### config.mk
export PLATFORM = sky130hd
export DESIGN_NAME = alu_controller
export DESIGN_NICKNAME = d
export VERILOG_FILES = /design/src/rtl/alu_controller.sv
export SDC_FILE = /design/constraint.sdc
export NUM_CORES = 1
export LEC_CHECK = 0
export BUFFER_PORTS_ARGS = -buffer_cell sky130_fd_sc_hd__buf_2
export CAP_MARGIN = 5
export CORE_MARGIN = 3
export CORE_UTILIZATION = 51
export CTS_BUF_LIST = sky130_fd_sc_hd__clkbuf_4 sky130_fd_sc_hd__clkbuf_8
export CTS_CLUSTER_SIZE = 28
export DETAILED_ROUTE_END_ITERATION = 8
export PLACE_DENSITY_LB_ADDON = 0.05
export SETUP_SLACK_MARGIN = 0.2
export SYNTH_ARGS = -nofsm -noshare
export SYNTH_HDL_FRONTEND = slang
export SYNTH_SLANG_ARGS = --single-unit
### constraint.sdc
create_clock -name clk -period 1.9 [get_ports clk]
set_input_delay 0.19 -clock clk [delete_from_list [all_inputs] [get_ports clk]]
set_output_delay 0.19 -clock clk [all_outputs]
set_load 0.005 [all_outputs]
### src/rtl/alu_controller.sv
// Multicycle fetch/decode/execute sequencer driving the ALU and register file.
// Each instruction takes three cycles: FETCH issues the read, DECODE latches
// the word into IR, EXECUTE drives the datapath selects and picks the next pc.
module alu_controller #(
    parameter int unsigned BW = 16,
    parameter int unsigned AW = 8
) (
    input  logic          clk,
    input  logic          rst_n,
    input  logic          start,
    input  logic [15:0]   instr_rdata,
    input  logic [2:0]    alu_flags,
    output logic          instr_req,
    output logic [AW-1:0] pc_out,
    output logic [3:0]    alu_opcode,
    output logic [2:0]    rf_ra,
    output logic [2:0]    rf_rb,
    output logic [2:0]    rf_wa,
    output logic          rf_we,
    output logic          wd_sel,
    output logic [BW-1:0] imm,
    output logic [2:0]    flags_q,
    output logic          busy,
    output logic          halted
);

    typedef enum logic [2:0] {
        StIdle,
        StFetch,
        StDecode,
        StExecute,
        StHalt
    } state_e;

    localparam logic [3:0] OpLdi  = 4'h8;
    localparam logic [3:0] OpBrz  = 4'h9;
    localparam logic [3:0] OpBrn  = 4'hA;
    localparam logic [3:0] OpBrv  = 4'hB;
    localparam logic [3:0] OpJmp  = 4'hC;
    localparam logic [3:0] OpHalt = 4'hF;

    state_e        state_q;
    logic [AW-1:0] pc_q;
    logic [15:0]   ir_q;
    logic          req_q;
    logic          busy_q;
    logic          halted_q;

    logic [3:0]    op;
    logic          is_alu;
    logic          is_ldi;
    logic          taken;
    logic [AW-1:0] pc_next;

    assign op     = ir_q[15:12];
    assign is_alu = ~op[3];
    assign is_ldi = (op == OpLdi);

    // Branch resolution uses the flags registered by earlier instructions only
    always_comb begin
        taken = 1'b0;
        case (op)
            OpBrz:   taken = flags_q[0];
            OpBrn:   taken = flags_q[1];
            OpBrv:   taken = flags_q[2];
            OpJmp:   taken = 1'b1;
            default: taken = 1'b0;
        endcase
    end

    // Next pc: HALT holds, taken branch/JMP loads the target, everything else increments
    always_comb begin
        if (op == OpHalt) begin
            pc_next = pc_q;
        end else if (taken) begin
            pc_next = ir_q[AW-1:0];
        end else begin
            pc_next = pc_q + AW'(1);
        end
    end

    // Sequencer state, program counter, IR, flags and the registered status outputs
    always_ff @(posedge clk or negedge rst_n) begin
        if (!rst_n) begin
            state_q  <= StIdle;
            pc_q     <= '0;
            ir_q     <= '0;
            flags_q  <= '0;
            req_q    <= 1'b0;
            busy_q   <= 1'b0;
            halted_q <= 1'b0;
        end else begin
            case (state_q)
                StIdle, StHalt: begin
                    if (start) begin
                        state_q  <= StFetch;
                        pc_q     <= '0;
                        req_q    <= 1'b1;
                        busy_q   <= 1'b1;
                        halted_q <= 1'b0;
                    end
                end
                StFetch: begin
                    state_q <= StDecode;
                    req_q   <= 1'b0;
                end
                StDecode: begin
                    state_q <= StExecute;
                    ir_q    <= instr_rdata;
                end
                StExecute: begin
                    if (is_alu) begin
                        flags_q <= alu_flags;
                    end
                    if (op == OpHalt) begin
                        state_q  <= StHalt;
                        busy_q   <= 1'b0;
                        halted_q <= 1'b1;
                    end else begin
                        state_q <= StFetch;
                        req_q   <= 1'b1;
                        pc_q    <= pc_next;
                    end
                end
                default: begin
                    state_q  <= StIdle;
                    req_q    <= 1'b0;
                    busy_q   <= 1'b0;
                    halted_q <= 1'b0;
                end
            endcase
        end
    end

    // Datapath selects decoded from IR, only asserted during EXECUTE
    always_comb begin
        alu_opcode = '0;
        rf_ra      = '0;
        rf_rb      = '0;
        rf_wa      = '0;
        rf_we      = 1'b0;
        wd_sel     = 1'b0;
        imm        = '0;
        if (state_q == StExecute) begin
            if (is_alu) begin
                alu_opcode = op;
                rf_ra      = ir_q[8:6];
                rf_rb      = ir_q[5:3];
                rf_wa      = ir_q[11:9];
                rf_we      = 1'b1;
            end else if (is_ldi) begin
                rf_wa  = ir_q[11:9];
                rf_we  = 1'b1;
                wd_sel = 1'b1;
                imm    = {{(BW - 9){ir_q[8]}}, ir_q[8:0]};
            end
        end
    end

    assign instr_req = req_q;
    assign pc_out    = req_q ? pc_q : '0;
    assign busy      = busy_q;
    assign halted    = halted_q;

endmodule

# ---- After elaboration in Yosys (flattened, before gate mapping)
# Cells that the tools add are included.
dict set report word_totals {
  wordCells 66
  input_bits 22
  register_bits 33
  out_inout_bits 45
}
dict set report classes {
  n_reduce_logical 8
  bitwise_logic 3
  n_eq_ne 13
  addsub 1
  n_mux 34
}
# operator count
set ops {}
lappend ops {{16-bit 2-to-1 mux} 3}
lappend ops {{3-bit 2-to-1 mux} 11}
lappend ops {{8-bit 2-to-1 mux} 4}
lappend ops {{4-bit == test (second input constant)} 6}
lappend ops {{8-bit case mux with 2 select lines} 1}
lappend ops {{3-bit case mux with 4 select lines} 1}
lappend ops {{1-bit 2-to-1 mux} 10}
lappend ops {{1-bit case mux with 3 select lines} 3}
lappend ops {{3-bit AND reduction} 3}
lappend ops {{8-bit by 1-bit adder with 8-bit output (second input constant)} 1}
lappend ops {{3-bit by 2-bit == test with 1-bit output (second input constant)} 2}
lappend ops {{2-bit != test (second input constant)} 3}
lappend ops {{1-bit case mux with 4 select lines} 1}
lappend ops {{2-bit OR reduction} 2}
lappend ops {{3-bit by 1-bit == test with 1-bit output (second input constant)} 1}
lappend ops {{3-bit == test (second input constant)} 1}
lappend ops {{3-bit logical NOT} 1}
lappend ops {{1-bit inverter} 3}
lappend ops {{2-bit AND reduction} 1}
lappend ops {{2-bit nonzero test} 1}

# ---- Logic depth before layout (Yosys ltp)
# Gate-level depths: netlist of run 1.
dict set report depth {
  word_depth 5
  depth_mapped 7
}

# ---- Worst setup path before layout of run 1
# Ideal clock, no wire load.
dict set report synth_timing {
  path_kind {reg-to-output}
  startpoint {register state_q[2]}
  endpoint {output imm[10]}
  stages_incl_launch_ff 6
  slack_ps 117
  arrival_time_ps 1593
  path_cell_list {dfrtp_1 nand3b_1 nor4_1 clkbuf_1 and2_1 buf_4}
}
dict set report synth_via {
  elab_chain_len 2
}
# element line
set synth_rtl {}
lappend synth_rtl {{start: declaration} 42} ;# state_e state_q;
lappend synth_rtl {{start signal: assignment} 85} ;# state_q <= StIdle;
lappend synth_rtl {{start signal: assignment} 96} ;# state_q <= StFetch;
lappend synth_rtl {{start signal: assignment} 104} ;# state_q <= StDecode;
lappend synth_rtl {{3-bit by 2-bit == test with 1-bit output} 144} ;# if (state_q == StExecute) begin
lappend synth_rtl {{16-bit 2-to-1 mux} 144}
lappend synth_rtl {{end: declaration} 21} ;# output logic [BW-1:0] imm,
# Every way passes these cells.

# ---- Worst setup path in the final report of run 1
dict set report layout_timing {
  startpoint {register state_q[2]}
  endpoint {output rf_ra[1]}
}
dict set report layout_via {
  elab_chain_len 2
}
# element line
set layout_rtl {}
lappend layout_rtl {{3-bit by 2-bit == test with 1-bit output} 144}
lappend layout_rtl {{3-bit 2-to-1 mux} 144}
lappend layout_rtl {{end: declaration} 16} ;# output logic [2:0] rf_ra,
# Every way passes these cells.

==> qor.yml, run 1 <==
drt:
  antenna_left: 0
  routed_wl_mm: 4.37
  avgRoutedWirePerCell_um: 14.4
  drc: 0
  drtIter0Drc: 122
  dr.pass1.iters: 4
  vias: 1553
  avgViaCountPerCell: 5.13
synth:
  syn_avg_cell_area_um2: 10.1
  ys_types: 34
  ys_ff_latch: 33
  synth_area_mm2: 0.00181
  seq_area_frac_synth_pct: 45.6
  synthesis.nets: 202
  synth_warnings: 0
  synthCells: 179
global_route:
  antenna_found_initial: 0
  grt_max_degree: 34
  grt_pass1_wl_mm: 7.06
  grt_pass1_vias: 1518
  overflow: 0
  grt_use_total_pct: 21.6
clocking:
  clockBufferDepth: 2
  cts_tree: "done"
  cts_root_buffer: "clkbuf_4"
  cts.clk_slew.worst_paths_ns: 0.10
  htree_levels: 2
  cts_made_buffers: 5
  cts_sinks: 33
  clkLatencyLatePin_ns: 0.34
worst_setup_path:
  crit_slowest_cell: "dfrtp_1"
  cp_cell_sequence: "nand3b_1, buf_4, nor2_4, buf_6, and2_4, buf_6"
  cp-end-kind: "output pin"
  crit_fanout: 6
  required_ns: 1.71
  cp_data_arrival_time_ns: 1.71
  cp_common_cell: "buf_6"
  path_buf_inv: 3
  worstSetupPathType: "reg2out"
  critPathLaunchType: "flip-flop"
  critPathMaxStageDelay_ns: 0.39
  path_delay_family: "simple AND/OR/NAND/NOR gates"
  rrSetupSlack_ns: 0.15
placement:
  portBuffers: 65
  routabilityCongestion: 0.838
  hpwlAfterDp_mm: 2.90
cells_and_area:
  syn2layout_area_growth_pct: 39.2
  drive_above_1_share_pct: 51.4
  diodes: 0
  fin_nets: 280
  mostFrequentLayoutCells: "buf_2, dfrtp_1, buf_6"
  fin_util_pct: 74.3
  final_common_cell: "buf_2"
sta:
  rsz0062_at_grt: "yes"
  post-route-min-period_ns: 1.90
  slew_viol_final: 0
  worst_slack_ns: -0.00236
  relSlewSlack_pct: 51.0
  fin_skew_ns: 0.00900
  report.final.setup_viol: 3
  setup_tns_ns: -0.00457
  max_freq_ghz: 0.526
  finalCritPeriodShare_pct: 100
  hold_viol_final: 0
  worst_slew_pin_slew_ns: 0.735
die:
  fp.coreArea_mm2: 0.00339
  die-width_um: 65.6
  die_y_um: 65.6
  row_count: 21
  die_area_mm2: 0.00430
  ios: 67
  initial_utilization_pct: 53.4
power:
  power.leakage_nw: 1.27
  power_density_mw_per_mm2: 1510
  finalPower_mw: 3.81
  peakVddDrop_mv: 1.05
outcome:
  violations: "negative setup slack"
  outcome: "finished, violations left"
min_path:
  hold_class: "in2reg"
flow_run:
  max-cap-violations: 0
[worst paths after layout]
path	endpoint	cells after the start	from
worst max register to register	pc_q[2]	5	ir_q[13]
worst max-delay path	rf_ra[1]	6	state_q[2]
max in group asynchronous	ir_q[15]	2	rst_n
min in group asynchronous	pc_q[0]	2	rst_n
worst min-delay path	ir_q[0]	2	instr_rdata[0]
worst min register to register	busy	2	busy
[per-stage QoR]
step	hold WS, ns	cell area, um^2	worst slack (ns)	std cells
after global placement	0.285	2160	0.164	284
after floorplan	-0.106	1810	0.192	179
after CTS	0.0683	2390	0.00333	300
after global routing	0.0499	2520	-0.129	303
final	0.0767	2520	-0.00236	303
after detailed placement	0.296	2160	0.125	284
[cells by family after synthesis]
| logic type | after synthesis | synth area share [%] |
|---|---|---|
| compound gates | 28 | 9.13 |
| simple gates | 65 | 19.8 |
| xor+xnor | 1 | 0.484 |
| buf+inv | 22 | 6.98 |
| flops | 33 | 45.6 |
| fa+ha+maj | 1 | 0.691 |
| other cells | 1 | 0.207 |
| mux | 28 | 17.1 |
[repair_timing]
action | CTS | global route
buffers inserted | 7 | 3
pin swaps | 10 | 2
endpoints found under the setup margin | 38 | 41
resized for setup | 25 | 25
hold buffers | 1 | 0
gates cloned | 1 | 0
endpoints found under the hold margin | 33 | 0
[cell type report]
class / instances / area, um^2
clock buffer: 7 / 58.8
tap: 46 / 57.6
fill: 259 / 871
sequential: 33 / 828
inverter: 8 / 30.0
timing repair buffer: 85 / 604
multi-input combinational: 124 / 940
[registers in the layout (all words and copies together), names as in the netlist]
register and count:
halted 1, flags_q 3, state_q 3, instr_req 1, busy 1, ir_q 16
pc_q 8
[synth_stat cells]
cell / count / area share [%]
dfrtp_1: 33 / 46
and2_1: 26 / 9.0
mux2_2: 19 / 12
nor2_1: 13 / 2.7
buf_4: 8 / 3.3
inv_1: 8 / 1.7
mux2i_1: 8 / 4.4
nand2_1: 7 / 1.5
nor2b_1: 6 / 2.1
o21ai_0: 6 / 1.7
a21oi_1: 5 / 1.4
o22ai_1: 5 / 1.7
a31oi_1: 4 / 1.4
o21ai_1: 4 / 1.1
clkbuf_1: 3 / 0.62
nand2b_1: 3 / 1.0
buf_2: 2 / 0.55
nand3_1: 2 / 0.55
nor3_1: 2 / 0.55
a21o_1: 1 / 0.42
a221o_1: 1 / 0.55
a311oi_1: 1 / 0.48
buf_8: 1 / 0.83
conb_1: 1 / 0.21
ha_1: 1 / 0.69
mux2_4: 1 / 0.83
nand3_2: 1 / 0.55
nand3b_1: 1 / 0.42
nand4_1: 1 / 0.35
nor4_1: 1 / 0.35
o31ai_1: 1 / 0.42
or3_1: 1 / 0.35
or4_1: 1 / 0.42
xnor2_1: 1 / 0.48
[power by group]
part | leakage, nW | switching (mW) | internal (mW) | total [mW]
clock | 0.0348 | 0.232 | 0.189 | 0.421
sequential | 0.399 | 0.328 | 1.03 | 1.35
combinational | 0.841 | 0.894 | 1.14 | 2.03
total | 1.27 | 1.45 | 2.35 | 3.81
[routing by layer]
layer	vias to the layer above	routed length, um	GRT usage, %
met1	730	1840	27.4
met5	-	0	0
met4	0	53	6.99
met3	6	261	6.67
li1	772	-	-
met2	45	2220	35.0
[worst register-to-register path, stage by stage (launching register included)]
cell	delay [ns]
dfrtp_1	0.42
mux2_4	0.30
a221o_1	0.38
nand3_4	0.22
mux2i_1	0.23
o21ai_1	0.09
No activity file was read; power rests on OpenSTA's default activity.
==> run 2: changes to the inputs <==
==> constraint.sdc (replaced) <==
create_clock -name clk -period 1.9 [get_ports clk]
set_input_delay 0.475 -clock clk [delete_from_list [all_inputs] [get_ports clk]]
set_output_delay 0.475 -clock clk [all_outputs]
set_load 0.005 [all_outputs]
==> run 2 against run 1 <==
Global-route usage is 0.57 points lower. Cell count stayed put. Critical path depth is 1 lower. The run still ends with negative setup slack left. Non-clock buffer count is 1 lower. Clock-buffer cell count stayed put. Sequential power hardly changed. Sequential share of layout area is 1.3 points higher. Worst setup slack worse by 0.28 ns. Combinational power is 4% lower. Fmax is 13% lower. Largest cell class unchanged. Routed wire length is 1.1% higher. Core utilization is 2.7 points lower.
==> qor.yml, run 2 (synthesis gave the netlist of run 1 again) <==
drt:
  avgRoutedWirePerCell_um: 14.6  # +1.1%
  dr.pass1.iters: 4  # unchanged
  avgViaCountPerCell: 5.27  # +2.8%
  vias: 1596  # +2.8%
  antenna_left: 0  # unchanged
  drtIter0Drc: 94  # -23%
  drc: 0  # unchanged
  routed_wl_mm: 4.42  # +1.1%
die:
  fp.coreArea_mm2: 0.00339  # unchanged
  die_y_um: 65.6  # unchanged
  row_count: 21  # unchanged
  initial_utilization_pct: 53.4  # unchanged
  die-width_um: 65.6  # unchanged
  die_area_mm2: 0.00430  # unchanged
  ios: 67  # unchanged
worst_setup_path:
  crit_fanout: 8  # +2
  critPathLaunchType: "flip-flop"
  required_ns: 1.42  # -0.29 ns
  cp-end-kind: "output pin"
  cp_data_arrival_time_ns: 1.70  # about the same
  worstSetupPathType: "reg2out"
power:
  power.switching_mw: 1.47  # +0.91%
  netSwitchingFraction_pct: 39.6  # +1.4 points
  power_density_mw_per_mm2: 1530  # +0.98%
  finalPower_mw: 3.70  # -2.7%
  clock_power_share_pct: 11.4  # +0.3 points
  power.leakage_nw: 1.24  # -3.0%
  p_seq_share_pct: 36.3  # +0.7 points
  peakVddDrop_mv: 1.06  # +0.33%
  combPwrFrac_pct: 52.3  # -1.1 points
  internal_power_mw: 2.24  # -5.0%
global_route:
  antenna_found_initial: 0  # unchanged
  overflow: 0  # unchanged
  grt_use_total_pct: 21.0  # -0.57 points
  grt_pass1_wl_mm: 6.98  # -1.2%
  grt_max_degree: 34  # unchanged
  grt_pass1_vias: 1512  # -0.40%
clocking:
  cts_tree: "done"
  clockBufferDepth: 2  # unchanged
  clkLatencyLatePin_ns: 0.33  # about the same
  cts_root_buffer: "clkbuf_4"
  cts_made_buffers: 5  # unchanged
  cts_sinks: 33  # unchanged
  cts.clk_slew.worst_paths_ns: 0.10  # about the same
  htree_levels: 2  # unchanged
cells_and_area:
  syn2layout_area_growth_pct: 34.1
  instances_no_fill: 303  # unchanged
  diodes: 0  # unchanged
  reg.largest.list: "ir_q: 16 flops, pc_q: 8 flops"
  final_common_cell: "buf_2"
  fin_nets: 280  # unchanged
  mostFrequentLayoutCells: "buf_2, dfrtp_1, and2_1"
  fin_util_pct: 71.6  # -2.7 points
  fin_area_mm2: 0.00243  # -3.7%
  drive_above_1_share_pct: 49.0  # -2.3 points
  largest_reg_flops: 16  # unchanged
  top_register: "ir_q"
sta:
  finalCritPeriodShare_pct: 115  # +15 points
  report.final.setup_viol: 36  # +33
  hold_viol_final: 0  # unchanged
  post-route-min-period_ns: 2.18  # +0.278 ns
  worst_slew_pin_slew_ns: 0.515  # -0.220 ns
  max_freq_ghz: 0.459  # -13%
  slew_viol_final: 0  # unchanged
  setup_tns_ns: -7.25  # -7.24 ns
  relSlewSlack_pct: 65.4  # +14 points
  rsz0062_at_grt: "yes"
  worst_hold_slack_ns: 0.155  # +0.0780 ns
  fin_skew_ns: 0.00464  # -0.00436 ns
  worst_slack_ns: -0.280  # -0.278 ns
placement:
  place_area_mm2: 0.00220  # +2.1%
  portBuffers: 65  # unchanged
  hpwlAfterDp_mm: 3.02  # +4.2%
  dp.cells: 289  # +1.8%
  place_ws_ns: 0.0435  # -0.0813 ns
  routabilityCongestion: 0.832  # -0.75%
outcome:
  violations: "negative setup slack"
  outcome: "finished, violations left"
flow_run:
  max-cap-violations: 0  # unchanged
min_path:
  hold_class: "in2async"
[run 2: changes by cell type in the layout (fill, tap and decap cells not counted), moves of 3 or more]
cell    previous run  this run
buf_6             23        10
buf_2             49        58
and2_1            13        21
and2_4            13         5
buf_4             12        16
mux2_2            16        19
mux2_4             4         1
[run 2: layout make-up]
class                      instances  area, um^2
clock buffer                       7        58.8
fill                             270         963
inverter                           8        30.0
multi-input combinational        125         928
sequential                        33         828
tap                               46        57.6
timing repair buffer              84         523
[run 2: repair_timing]
action	4_1_cts	5_1_grt
resized for setup	9	18
buffers inserted	4	1
pin swaps	7	4
hold buffers	0	0
cloned	1	1
endpoints found under the setup margin	38	43
[run 2: worst paths after layout]
path	cells past startpoint	to	startpoint	slack (ns)
worst max register to register	6	pc_q[6]	ir_q[13]	-0.05
worst min-delay path	2	state_q[0]	rst_n	0.15
worst min register to register	2	busy	busy	0.51
min in group clk	2	flags_q[0]	alu_flags[0]	0.37
worst max-delay path	5	imm[15]	ir_q[15]	-0.28
max in group asynchronous	2	ir_q[13]	rst_n	1.41
[run 2: worst max-delay path, cell delays in order, from the launching register on]
cell,delay [ns]
dfrtp_1,0.46
nand2b_1,0.13
nor4_4,0.28
buf_4,0.20
and2_4,0.18
buf_2,0.12
[run 2: power by group through the flow]
| stage | registers (mW) | logic (mW) | clock network (mW) |
|---|---|---|---|
| 2_1_floorplan | 1.26 | 1.19 | 0 |
| 3_3_place_gp | 1.31 | 1.66 | 0 |
| 3_5_place_dp | 1.34 | 1.71 | 0 |
| 4_1_cts | 1.33 | 1.81 | 0.428 |
| 5_1_grt | 1.40 | 2.14 | 0.463 |
| 6_report | 1.35 | 1.94 | 0.422 |
[run 2: layer usage]
metal  wire, um  global-route usage [%]  share of wire [%]
met5          0                       0                  0
met2       2180                    36.2                 49
met3        313                    6.84                7.1
met1       1900                    26.0                 43
met4         18                    3.63               0.41
